## config.mk

```make
export PLATFORM = sky130hd
export DESIGN_NAME = uart_arbiter_flat
export DESIGN_NICKNAME = d
export VERILOG_FILES = /design/src/rtl/uart_arbiter_if.sv /design/src/rtl/uart_arbiter.sv /design/src/flat_wrapper.sv
export SDC_FILE = /design/constraint.sdc
export NUM_CORES = 1
export LEC_CHECK = 0
export ABC_AREA = 1
export CAP_MARGIN = 20
export CORE_AREA = 5 5 65 67
export DETAILED_ROUTE_END_ITERATION = 16
export DIE_AREA = 0 0 70 72
export HOLD_SLACK_MARGIN = 0.03
export PLACE_DENSITY = 0.82
export SLEW_MARGIN = 30
export SYNTH_ARGS = -nofsm -noshare
export SYNTH_HDL_FRONTEND = slang
export SYNTH_SLANG_ARGS = --single-unit
```

## constraint.sdc

```tcl
create_clock -name i_clk -period 1.8 [get_ports i_clk]
set_input_delay 0.45 -clock i_clk [delete_from_list [all_inputs] [get_ports i_clk]]
set_output_delay 0.45 -clock i_clk [all_outputs]
set_load 0.005 [all_outputs]
```

## src/rtl/uart_arbiter_if.sv

```systemverilog
// Bundle of per-master request/response signals and the shared uart register port.
// The arbiter takes the slave modport; the masters and the device model take the master modport.
interface uart_arbiter_if #(
   parameter int unsigned N_REQ   = 2,
   parameter int unsigned ADDR_SZ = 4,
   parameter int unsigned DATA_SZ = 8
);
   logic [N_REQ-1:0]         i_req;
   logic [N_REQ-1:0]         i_req_wr;
   logic [N_REQ*ADDR_SZ-1:0] i_req_addr;
   logic [N_REQ*DATA_SZ-1:0] i_req_data;
   logic [N_REQ-1:0]         o_gnt;
   logic [N_REQ-1:0]         o_rvalid;
   logic [DATA_SZ-1:0]       o_rdata;
   logic                     o_busy;
   logic                     o_en;
   logic                     o_wr;
   logic [ADDR_SZ-1:0]       o_addr;
   logic [DATA_SZ-1:0]       o_data;
   logic [DATA_SZ-1:0]       i_data;

   modport slave (
      input  i_req, i_req_wr, i_req_addr, i_req_data, i_data,
      output o_gnt, o_rvalid, o_rdata, o_busy, o_en, o_wr, o_addr, o_data
   );

   modport master (
      output i_req, i_req_wr, i_req_addr, i_req_data, i_data,
      input  o_gnt, o_rvalid, o_rdata, o_busy, o_en, o_wr, o_addr, o_data
   );
endinterface

```

## src/rtl/uart_arbiter.sv

```systemverilog
// Round-robin arbiter sharing one uart register port among N_REQ masters.
// One access in flight; reads take an extra CAPTURE cycle for the device's one-cycle latency.
module uart_arbiter #(
   parameter int unsigned N_REQ   = 2,
   parameter int unsigned ADDR_SZ = 4,
   parameter int unsigned DATA_SZ = 8
) (
   input  logic           i_clk,
   input  logic           i_rst_n,
   uart_arbiter_if.slave  bus
);
   localparam int unsigned IDX_W = (N_REQ > 1) ? $clog2(N_REQ) : 1;

   typedef enum logic [1:0] {IDLE, ISSUE, CAPTURE} state_t;

   state_t             state_q, state_d;
   logic [IDX_W-1:0]   win_q, win_d;
   logic [IDX_W-1:0]   last_q, last_d;
   logic               acc_wr_q, acc_wr_d;
   logic [N_REQ-1:0]   gnt_q, gnt_d;
   logic [N_REQ-1:0]   rvalid_q, rvalid_d;
   logic [DATA_SZ-1:0] rdata_q, rdata_d;
   logic               busy_q, busy_d;
   logic               en_q, en_d;
   logic               wr_q, wr_d;
   logic [ADDR_SZ-1:0] addr_q, addr_d;
   logic [DATA_SZ-1:0] data_q, data_d;

   logic               sel_found;
   logic [IDX_W-1:0]   sel_idx;
   logic               sel_wr;
   logic [ADDR_SZ-1:0] sel_addr;
   logic [DATA_SZ-1:0] sel_data;

   // Scan last+1, last+2, ... (mod N_REQ); the first requester found wins.
   always_comb begin
      sel_found = 1'b0;
      sel_idx   = '0;
      sel_wr    = 1'b0;
      sel_addr  = '0;
      sel_data  = '0;
      for (int unsigned i = 1; i <= N_REQ; i++) begin
         int unsigned cand;
         cand = (32'(last_q) + i) % N_REQ;
         if (!sel_found && ((bus.i_req >> cand) & N_REQ'(1)) != '0) begin
            sel_found = 1'b1;
            sel_idx   = IDX_W'(cand);
            sel_wr    = |((bus.i_req_wr >> cand) & N_REQ'(1));
            sel_addr  = ADDR_SZ'(bus.i_req_addr >> (cand * ADDR_SZ));
            sel_data  = DATA_SZ'(bus.i_req_data >> (cand * DATA_SZ));
         end
      end
   end

   // Outputs are registered, so each is computed for the state being entered.
   always_comb begin
      state_d  = state_q;
      win_d    = win_q;
      last_d   = last_q;
      acc_wr_d = acc_wr_q;
      gnt_d    = '0;
      rvalid_d = '0;
      rdata_d  = rdata_q;
      en_d     = 1'b0;
      wr_d     = 1'b0;
      addr_d   = '0;
      data_d   = '0;
      unique case (state_q)
         IDLE: begin
            if (sel_found) begin
               win_d    = sel_idx;
               last_d   = sel_idx;
               acc_wr_d = sel_wr;
               gnt_d    = N_REQ'(1) << sel_idx;
               en_d     = 1'b1;
               wr_d     = sel_wr;
               addr_d   = sel_addr;
               data_d   = sel_data;
               state_d  = ISSUE;
            end
         end
         ISSUE: begin
            state_d = acc_wr_q ? IDLE : CAPTURE;
         end
         CAPTURE: begin
            rdata_d  = bus.i_data;
            rvalid_d = N_REQ'(1) << win_q;
            state_d  = IDLE;
         end
         default: state_d = IDLE;
      endcase
      busy_d = (state_d != IDLE);
   end

   always_ff @(posedge i_clk or negedge i_rst_n) begin
      if (!i_rst_n) begin
         state_q  <= IDLE;
         win_q    <= '0;
         last_q   <= IDX_W'(N_REQ - 1);
         acc_wr_q <= 1'b0;
         gnt_q    <= '0;
         rvalid_q <= '0;
         rdata_q  <= '0;
         busy_q   <= 1'b0;
         en_q     <= 1'b0;
         wr_q     <= 1'b0;
         addr_q   <= '0;
         data_q   <= '0;
      end else begin
         state_q  <= state_d;
         win_q    <= win_d;
         last_q   <= last_d;
         acc_wr_q <= acc_wr_d;
         gnt_q    <= gnt_d;
         rvalid_q <= rvalid_d;
         rdata_q  <= rdata_d;
         busy_q   <= busy_d;
         en_q     <= en_d;
         wr_q     <= wr_d;
         addr_q   <= addr_d;
         data_q   <= data_d;
      end
   end

   assign bus.o_gnt    = gnt_q;
   assign bus.o_rvalid = rvalid_q;
   assign bus.o_rdata  = rdata_q;
   assign bus.o_busy   = busy_q;
   assign bus.o_en     = en_q;
   assign bus.o_wr     = wr_q;
   assign bus.o_addr   = addr_q;
   assign bus.o_data   = data_q;
endmodule

```

## src/flat_wrapper.sv

```systemverilog
// flat-port wrapper written by rule: the top's interface ports become plain ports
module uart_arbiter_flat 
#(
   parameter int unsigned N_REQ   = 2,
   parameter int unsigned ADDR_SZ = 4,
   parameter int unsigned DATA_SZ = 8
)
  (i_clk, i_rst_n, bus_i_req, bus_i_req_wr, bus_i_req_addr, bus_i_req_data, bus_i_data, bus_o_gnt, bus_o_rvalid, bus_o_rdata, bus_o_busy, bus_o_en, bus_o_wr, bus_o_addr, bus_o_data);
  uart_arbiter_if #(.N_REQ(N_REQ), .ADDR_SZ(ADDR_SZ), .DATA_SZ(DATA_SZ)) bus_i ();
  input  logic i_clk;
  input  logic i_rst_n;
  input wire logic [$bits(bus_i.i_req)-1:0] bus_i_req;
  input wire logic [$bits(bus_i.i_req_wr)-1:0] bus_i_req_wr;
  input wire logic [$bits(bus_i.i_req_addr)-1:0] bus_i_req_addr;
  input wire logic [$bits(bus_i.i_req_data)-1:0] bus_i_req_data;
  input wire logic [$bits(bus_i.i_data)-1:0] bus_i_data;
  output wire logic [$bits(bus_i.o_gnt)-1:0] bus_o_gnt;
  output wire logic [$bits(bus_i.o_rvalid)-1:0] bus_o_rvalid;
  output wire logic [$bits(bus_i.o_rdata)-1:0] bus_o_rdata;
  output wire logic [$bits(bus_i.o_busy)-1:0] bus_o_busy;
  output wire logic [$bits(bus_i.o_en)-1:0] bus_o_en;
  output wire logic [$bits(bus_i.o_wr)-1:0] bus_o_wr;
  output wire logic [$bits(bus_i.o_addr)-1:0] bus_o_addr;
  output wire logic [$bits(bus_i.o_data)-1:0] bus_o_data;
  assign bus_i.i_req = bus_i_req;
  assign bus_i.i_req_wr = bus_i_req_wr;
  assign bus_i.i_req_addr = bus_i_req_addr;
  assign bus_i.i_req_data = bus_i_req_data;
  assign bus_i.i_data = bus_i_data;
  assign bus_o_gnt = bus_i.o_gnt;
  assign bus_o_rvalid = bus_i.o_rvalid;
  assign bus_o_rdata = bus_i.o_rdata;
  assign bus_o_busy = bus_i.o_busy;
  assign bus_o_en = bus_i.o_en;
  assign bus_o_wr = bus_i.o_wr;
  assign bus_o_addr = bus_i.o_addr;
  assign bus_o_data = bus_i.o_data;
  uart_arbiter #(.N_REQ(N_REQ), .ADDR_SZ(ADDR_SZ), .DATA_SZ(DATA_SZ)) u_core (.i_clk(i_clk), .i_rst_n(i_rst_n), .bus(bus_i));
endmodule
```

Word-level counts from Yosys, hierarchy flattened

Cells that the tools add are included.

Register bits after elaboration: 32
Input port bits: 38
Output and inout bits: 27
Logic and storage cells: 55

Add/sub/neg operators: 2
Equal/unequal tests: 2
Shift-type cells: 10
Mux-type cells: 24
Reduce and logical (&&, ||, !) cells: 5

Operators with widths:

| kind                  | number |
|---|---|
| $mux W8               | 4 |
| $shr A16 B4 Y8        | 2 |
| $mux W4               | 4 |
| $shr A8 B3 Y4         | 2 |
| $mux W1               | 10 |
| $mux W2               | 5 |
| $shr A2 B1 Y1         | 4 |
| $pmux W2 S2           | 1 |
| $shl A1 B1 Y2 const A | 2 |
| $add A1 B1 Y1 const B | 2 |
| $eq A2 B1 Y1 const B  | 1 |
| $eq A2 B2 Y1 const B  | 1 |
| $logic_not A2 Y1      | 1 |
| $reduce_and A2 Y1     | 1 |
| $reduce_bool A2 Y1    | 1 |
| $logic_and A1 B1 Y1   | 1 |
| $logic_not A1 Y1      | 1 |

Longest topological paths before layout

Depth after elaboration: 9
Gate-level depth with buffers: 7
Gate-level depth less buffers: 7

Worst setup path after synthesis

No wires, ideal clock.

Path type: input to register
Start point: input bus_i_req[0]
End point: register u_core.busy_q (netlist: u_core.bus.o_busy)
Setup time: 0.127 ns
Arrival: 1.109 ns
Slack: 0.564 ns
Cell stages on the path: 3
Path buffers: 0
Path through: o21ai_0 -> inv_1 -> or2_2

Word-level cells in the longest chain between the ends: 8
Elaborated cells between the ends (all ways): 9
Classes of those cells: 2 x shift; 4 x mux; 3 x reduce/logical

RTL lines:

| item                        | line                | RTL |
|---|---|---|
| start: declaration          | flat_wrapper.sv:12  | `input wire logic [$bits(bus_i.i_req)-1:0] bus_i_req;` |
| $shr A2 B1 Y1               | uart_arbiter.sv:45  | `if (!sel_found && ((bus.i_req >> cand) & N_REQ'(1)) != '0) begin` |
| $mux W1                     | uart_arbiter.sv:45  |  |
| $logic_not A1 Y1            | uart_arbiter.sv:45  |  |
| $logic_and A1 B1 Y1         | uart_arbiter.sv:45  |  |
| $mux W1 *                   | uart_arbiter.sv:45  |  |
| $mux W2 *                   | uart_arbiter.sv:70  | `if (sel_found) begin` |
| $pmux W2 S2 *               | uart_arbiter.sv:68  | `unique case (state_q)` |
| named net u_core.state_d[0] | uart_arbiter.sv:16  | `state_t state_q, state_d;` |
| $reduce_bool A2 Y1 *        | uart_arbiter.sv:92  | `busy_d = (state_d != IDLE);` |
| named net u_core.busy_d     | uart_arbiter.sv:23  | `logic busy_q, busy_d;` |
| end signal: assignment      | uart_arbiter.sv:117 | `busy_q <= busy_d;` |
| end: declaration            | uart_arbiter.sv:23  |  |

The timed path passes the listed nets; every way through them passes the cells marked *.
A chain may end at the register's enable or synchronous reset.

Final worst setup path

Start point: register u_core.data_q[3] (netlist: u_core.bus.o_data[3])
End point: output bus_o_data[3]

RTL lines:

| item                     | line                | RTL |
|---|---|---|
| start: declaration       | uart_arbiter.sv:27  | `logic [DATA_SZ-1:0] data_q, data_d;` |
| start signal: assignment | uart_arbiter.sv:121 | `data_q <= data_d;` |
| end: declaration         | flat_wrapper.sv:24  | `output wire logic [$bits(bus_i.o_data)-1:0] bus_o_data;` |

No word-level cell between the ends.

==> results.cfg <==
[setup_path]
timing.rr.start = u_core.last_q
cp_data_required_time_ns = 1.35
critical_path.startpoint_type = flop
worst-endpoint-arrival_ns = 1.19
r2r.worst_path.cells = 7
r2r_end = u_core.acc_wr_q
slowest_delay_ns = 0.52
critical_path_peak_fanout = 1
timing.setup.critical_path_class = flop to primary output
crit_path_top_delay_cell = sky130_fd_sc_hd__clkdlybuf4s50_1
critical_path.cell_chain = clkdlybuf4s50_1
worst-r2r-setup-slack_ns = 0.28
endpoint_kind = primary output
cp.buffers_inverters = 1
critPathTopFamily = buffers and inverters

[job]
cap_viol_max_count = 0

[drt]
detailroute.via_count = 1384
detail_route.vias_per_cell = 4.60
count_of_antenna_violating_nets_left_after_detailed_routing = 0
wl_per_cell_um = 11.8
detail_route.iter0.violations = 47
detailedRoute.firstPassIterationCount = 4
wl_um = 3560
drc = 0

[global_route]
grt_overflow = 0
grt_antenna_before_repair = 0
via_count_of_the_first_global_routing_pass = 1272
gr-usage-all-layers_pct = 14.6
grt_max_degree = 33
grt_first_pass_wirelength_um = 5820

[hold_path]
hold_path.startpoint = u_core.win_q
min_delay_path_depth = 1
hold_path.class = flop to flop
hold_path_end = u_core.bus.o_rvalid[0]

[clock_network]
cts_post_setup_buffers_inserted = 0
cts_buffers = 5
postCtsResizedCells = 0
ctsRootBufferMaster = sky130_fd_sc_hd__clkbuf_4
clkSlewWorstSetupHoldPaths_ns = 0.09
clk_path_buf_depth = 2
tritoncts = built
worstSkewPairLatency_ns = 0.32
holdBufCountCts = 0
htree_num_levels = 2
cts.sinks = 32

[power]
pwr-share-comb_pct = 52.5
internal-power_mw = 2.11
swShare_pct = 35.6
worst_case_vdd_ir_drop_mv = 0.472
leakagePower_nw = 1.07
power.share.sequential_pct = 36.6
switching_component_of_the_power_mw = 1.17
clockPowerShare_pct = 10.9
power.density_nw_per_um2 = 1440

[floorplan]
die_area_um2 = 5040
placement_rows = 22
initial_utilization_pct = 43.5
floorplan.die.height_um = 72
placeableCoreArea_um2 = 3580
fp.dieW_um = 70
io-pin-count = 65

[cells_and_area]
multi_input_area_um2 = 608
mostFrequentLayoutCell = sky130_fd_sc_hd__clkdlybuf4s50_1
layout-drive-gt1-share_pct = 10.3
instances_no_fill = 301
final_core_util_pct = 63.6
regArea_um2 = 802
final_cell_mix = sky130_fd_sc_hd__clkdlybuf4s50_1, sky130_fd_sc_hd__nand2_1, sky130_fd_sc_hd__dfrtp_1
layout.nets = 291
antenna-diode-count = 0
flow.area_growth_from_synthesis_pct = 46.2
nFillCells = 323

[sta]
rsz0062_at_grt = false
final.setup.tns_ns = 0
tightestPinTransition_ns = 0.390
finalClockSkew_ns = 0.00772
finalMaxSlewViolations = 0
finalSetupViolCount = 0
number_of_hold_slack_violations_in_the_final_timing_report = 0
slew-limit-headroom_pct = 74.0
final.period_utilization_pct = 91.0
crit_path_time_final_ns = 1.64
max_clock_freq_ghz = 0.610

[synth]
ys_seq_elements = 32
yosys.cell_types.count = 21
syn_avg_cell_area_um2 = 8.37
postSynthCellCount = 186
synth-warning-count = 0
yosysSeqAreaShare_pct = 51.5
synth_nets = 224
synth_area_um2 = 1560

[run_status]
outcome = completed

[placed_design]
instance_count_after_placement_with_tap_cells_included = 294
io_buffers = 64
gp_congestion = 0.792
hpwlAfterDp_um = 2710
power by group through the flow:
stage / combinational [mW] / clock [mW] / sequential [mW]
CTS: 1.74 / 0.370 / 1.21
floorplan: 0.903 / 0 / 1.23
global route: 1.92 / 0.407 / 1.24
global placement: 1.71 / 0 / 1.20
finish: 1.72 / 0.359 / 1.20
detailed placement: 1.74 / 0 / 1.22
final cells by class:
type / count / area share [%]
Timing Repair Buffer: 69 / 29.8
Multi-Input combinational cell: 123 / 26.7
Clock inverter: 1 / 0.220
Sequential cell: 32 / 35.2
Tap cell: 48 / 2.64
Clock buffer: 6 / 1.81
Inverter: 22 / 3.63
Yosys cell counts:
cell / count / area (µm²)
sky130_fd_sc_hd__a21oi_1: 12 / 60.1
sky130_fd_sc_hd__buf_2: 1 / 5.00
sky130_fd_sc_hd__buf_4: 2 / 15.0
sky130_fd_sc_hd__buf_6: 3 / 33.8
sky130_fd_sc_hd__clkbuf_1: 3 / 11.3
sky130_fd_sc_hd__dfrtp_1: 31 / 776
sky130_fd_sc_hd__dfstp_2: 1 / 26.3
sky130_fd_sc_hd__inv_1: 21 / 78.8
sky130_fd_sc_hd__inv_2: 1 / 3.75
sky130_fd_sc_hd__mux2_2: 8 / 90.1
sky130_fd_sc_hd__nand2_1: 52 / 195
sky130_fd_sc_hd__nand2_2: 1 / 6.26
sky130_fd_sc_hd__nand3_1: 13 / 65.1
sky130_fd_sc_hd__nor2_1: 5 / 18.8
sky130_fd_sc_hd__nor2_2: 1 / 6.26
sky130_fd_sc_hd__nor2_4: 1 / 11.3
sky130_fd_sc_hd__nor3_1: 1 / 5.00
sky130_fd_sc_hd__o21ai_0: 26 / 130
sky130_fd_sc_hd__o21ai_1: 1 / 5.00
sky130_fd_sc_hd__o21ai_2: 1 / 8.76
sky130_fd_sc_hd__or2_2: 1 / 6.26
state kept, by name, indices dropped and copies added (netlist names):
name                 count
u_core.bus.o_busy        1
u_core.bus.o_wr          1
u_core.bus.o_rvalid      2
u_core.bus.o_rdata       8
u_core.bus.o_data        8
u_core.bus.o_addr        4
u_core.state_q           2
u_core.bus.o_en          1
u_core.win_q             1
u_core.last_q            1
u_core.bus.o_gnt         2
u_core.acc_wr_q          1
stage by stage:
| step | power [mW] | instance area (µm²) | setup slack (ns) | hold slack, ns |
|---|---|---|---|---|
| final | 3.28 | 2280 | 0.161 | 0.424 |
| after global routing | 3.57 | 2280 | 0.0954 | 0.438 |
| after CTS | 3.32 | 2280 | 0.145 | 0.427 |
| after detailed placement | 2.96 | 2230 | 0.0508 | 0.417 |
| after global placement | 2.91 | 2230 | 0.0883 | 0.407 |
| after floorplan | 2.13 | 1560 | 0.564 | 0.154 |
worst reg2reg max path, cell delays in order (launching register included):
cell and delay [ns]:
sky130_fd_sc_hd__dfstp_2 0.60, sky130_fd_sc_hd__inv_2 0.18, sky130_fd_sc_hd__nand2_1 0.14, sky130_fd_sc_hd__nand2_2 0.18, sky130_fd_sc_hd__nand3_1 0.14, sky130_fd_sc_hd__nand2_1 0.05, sky130_fd_sc_hd__nand2_1 0.08, sky130_fd_sc_hd__nand2_1 0.06
how the worst max path moves through the flow:
stage | startpoint | end | slack, ns | cells after the start
floorplan | bus_i_req[0] | u_core.bus.o_busy | 0.56 | 3
global placement | bus_i_req[0] | u_core.acc_wr_q | 0.09 | 8
detailed placement | bus_i_req[0] | u_core.acc_wr_q | 0.05 | 8
CTS | u_core.bus.o_rdata[0] | bus_o_rdata[0] | 0.14 | 1
global route | u_core.bus.o_addr[2] | bus_o_addr[2] | 0.1 | 1
finish | u_core.bus.o_data[3] | bus_o_data[3] | 0.16 | 1
layer usage:
metal | part of all wire [%] | wire (µm) | vias up | global-route usage, %
met5 | 0 | 0 | - | 0
met4 | 1.2 | 43 | 0 | 5.74
met3 | 7.0 | 250 | 4 | 4.43
met2 | 51 | 1800 | 55 | 24.6
met1 | 41 | 1470 | 599 | 17.6
li1 | - | - | 726 | -
kinds of logic (layout without fill, tap and decap cells):
family / after synthesis / after routing / share of synthesized area, %
muxes: 8 / 8 / 5.78
and+or+nand+nor: 75 / 75 / 20.2
buffers and inverters: 31 / 98 / 9.48
DFF: 32 / 32 / 51.5
AOI/OAI and AO/OA: 40 / 40 / 13.1
Note: power is estimated with default switching activity, not from simulation.
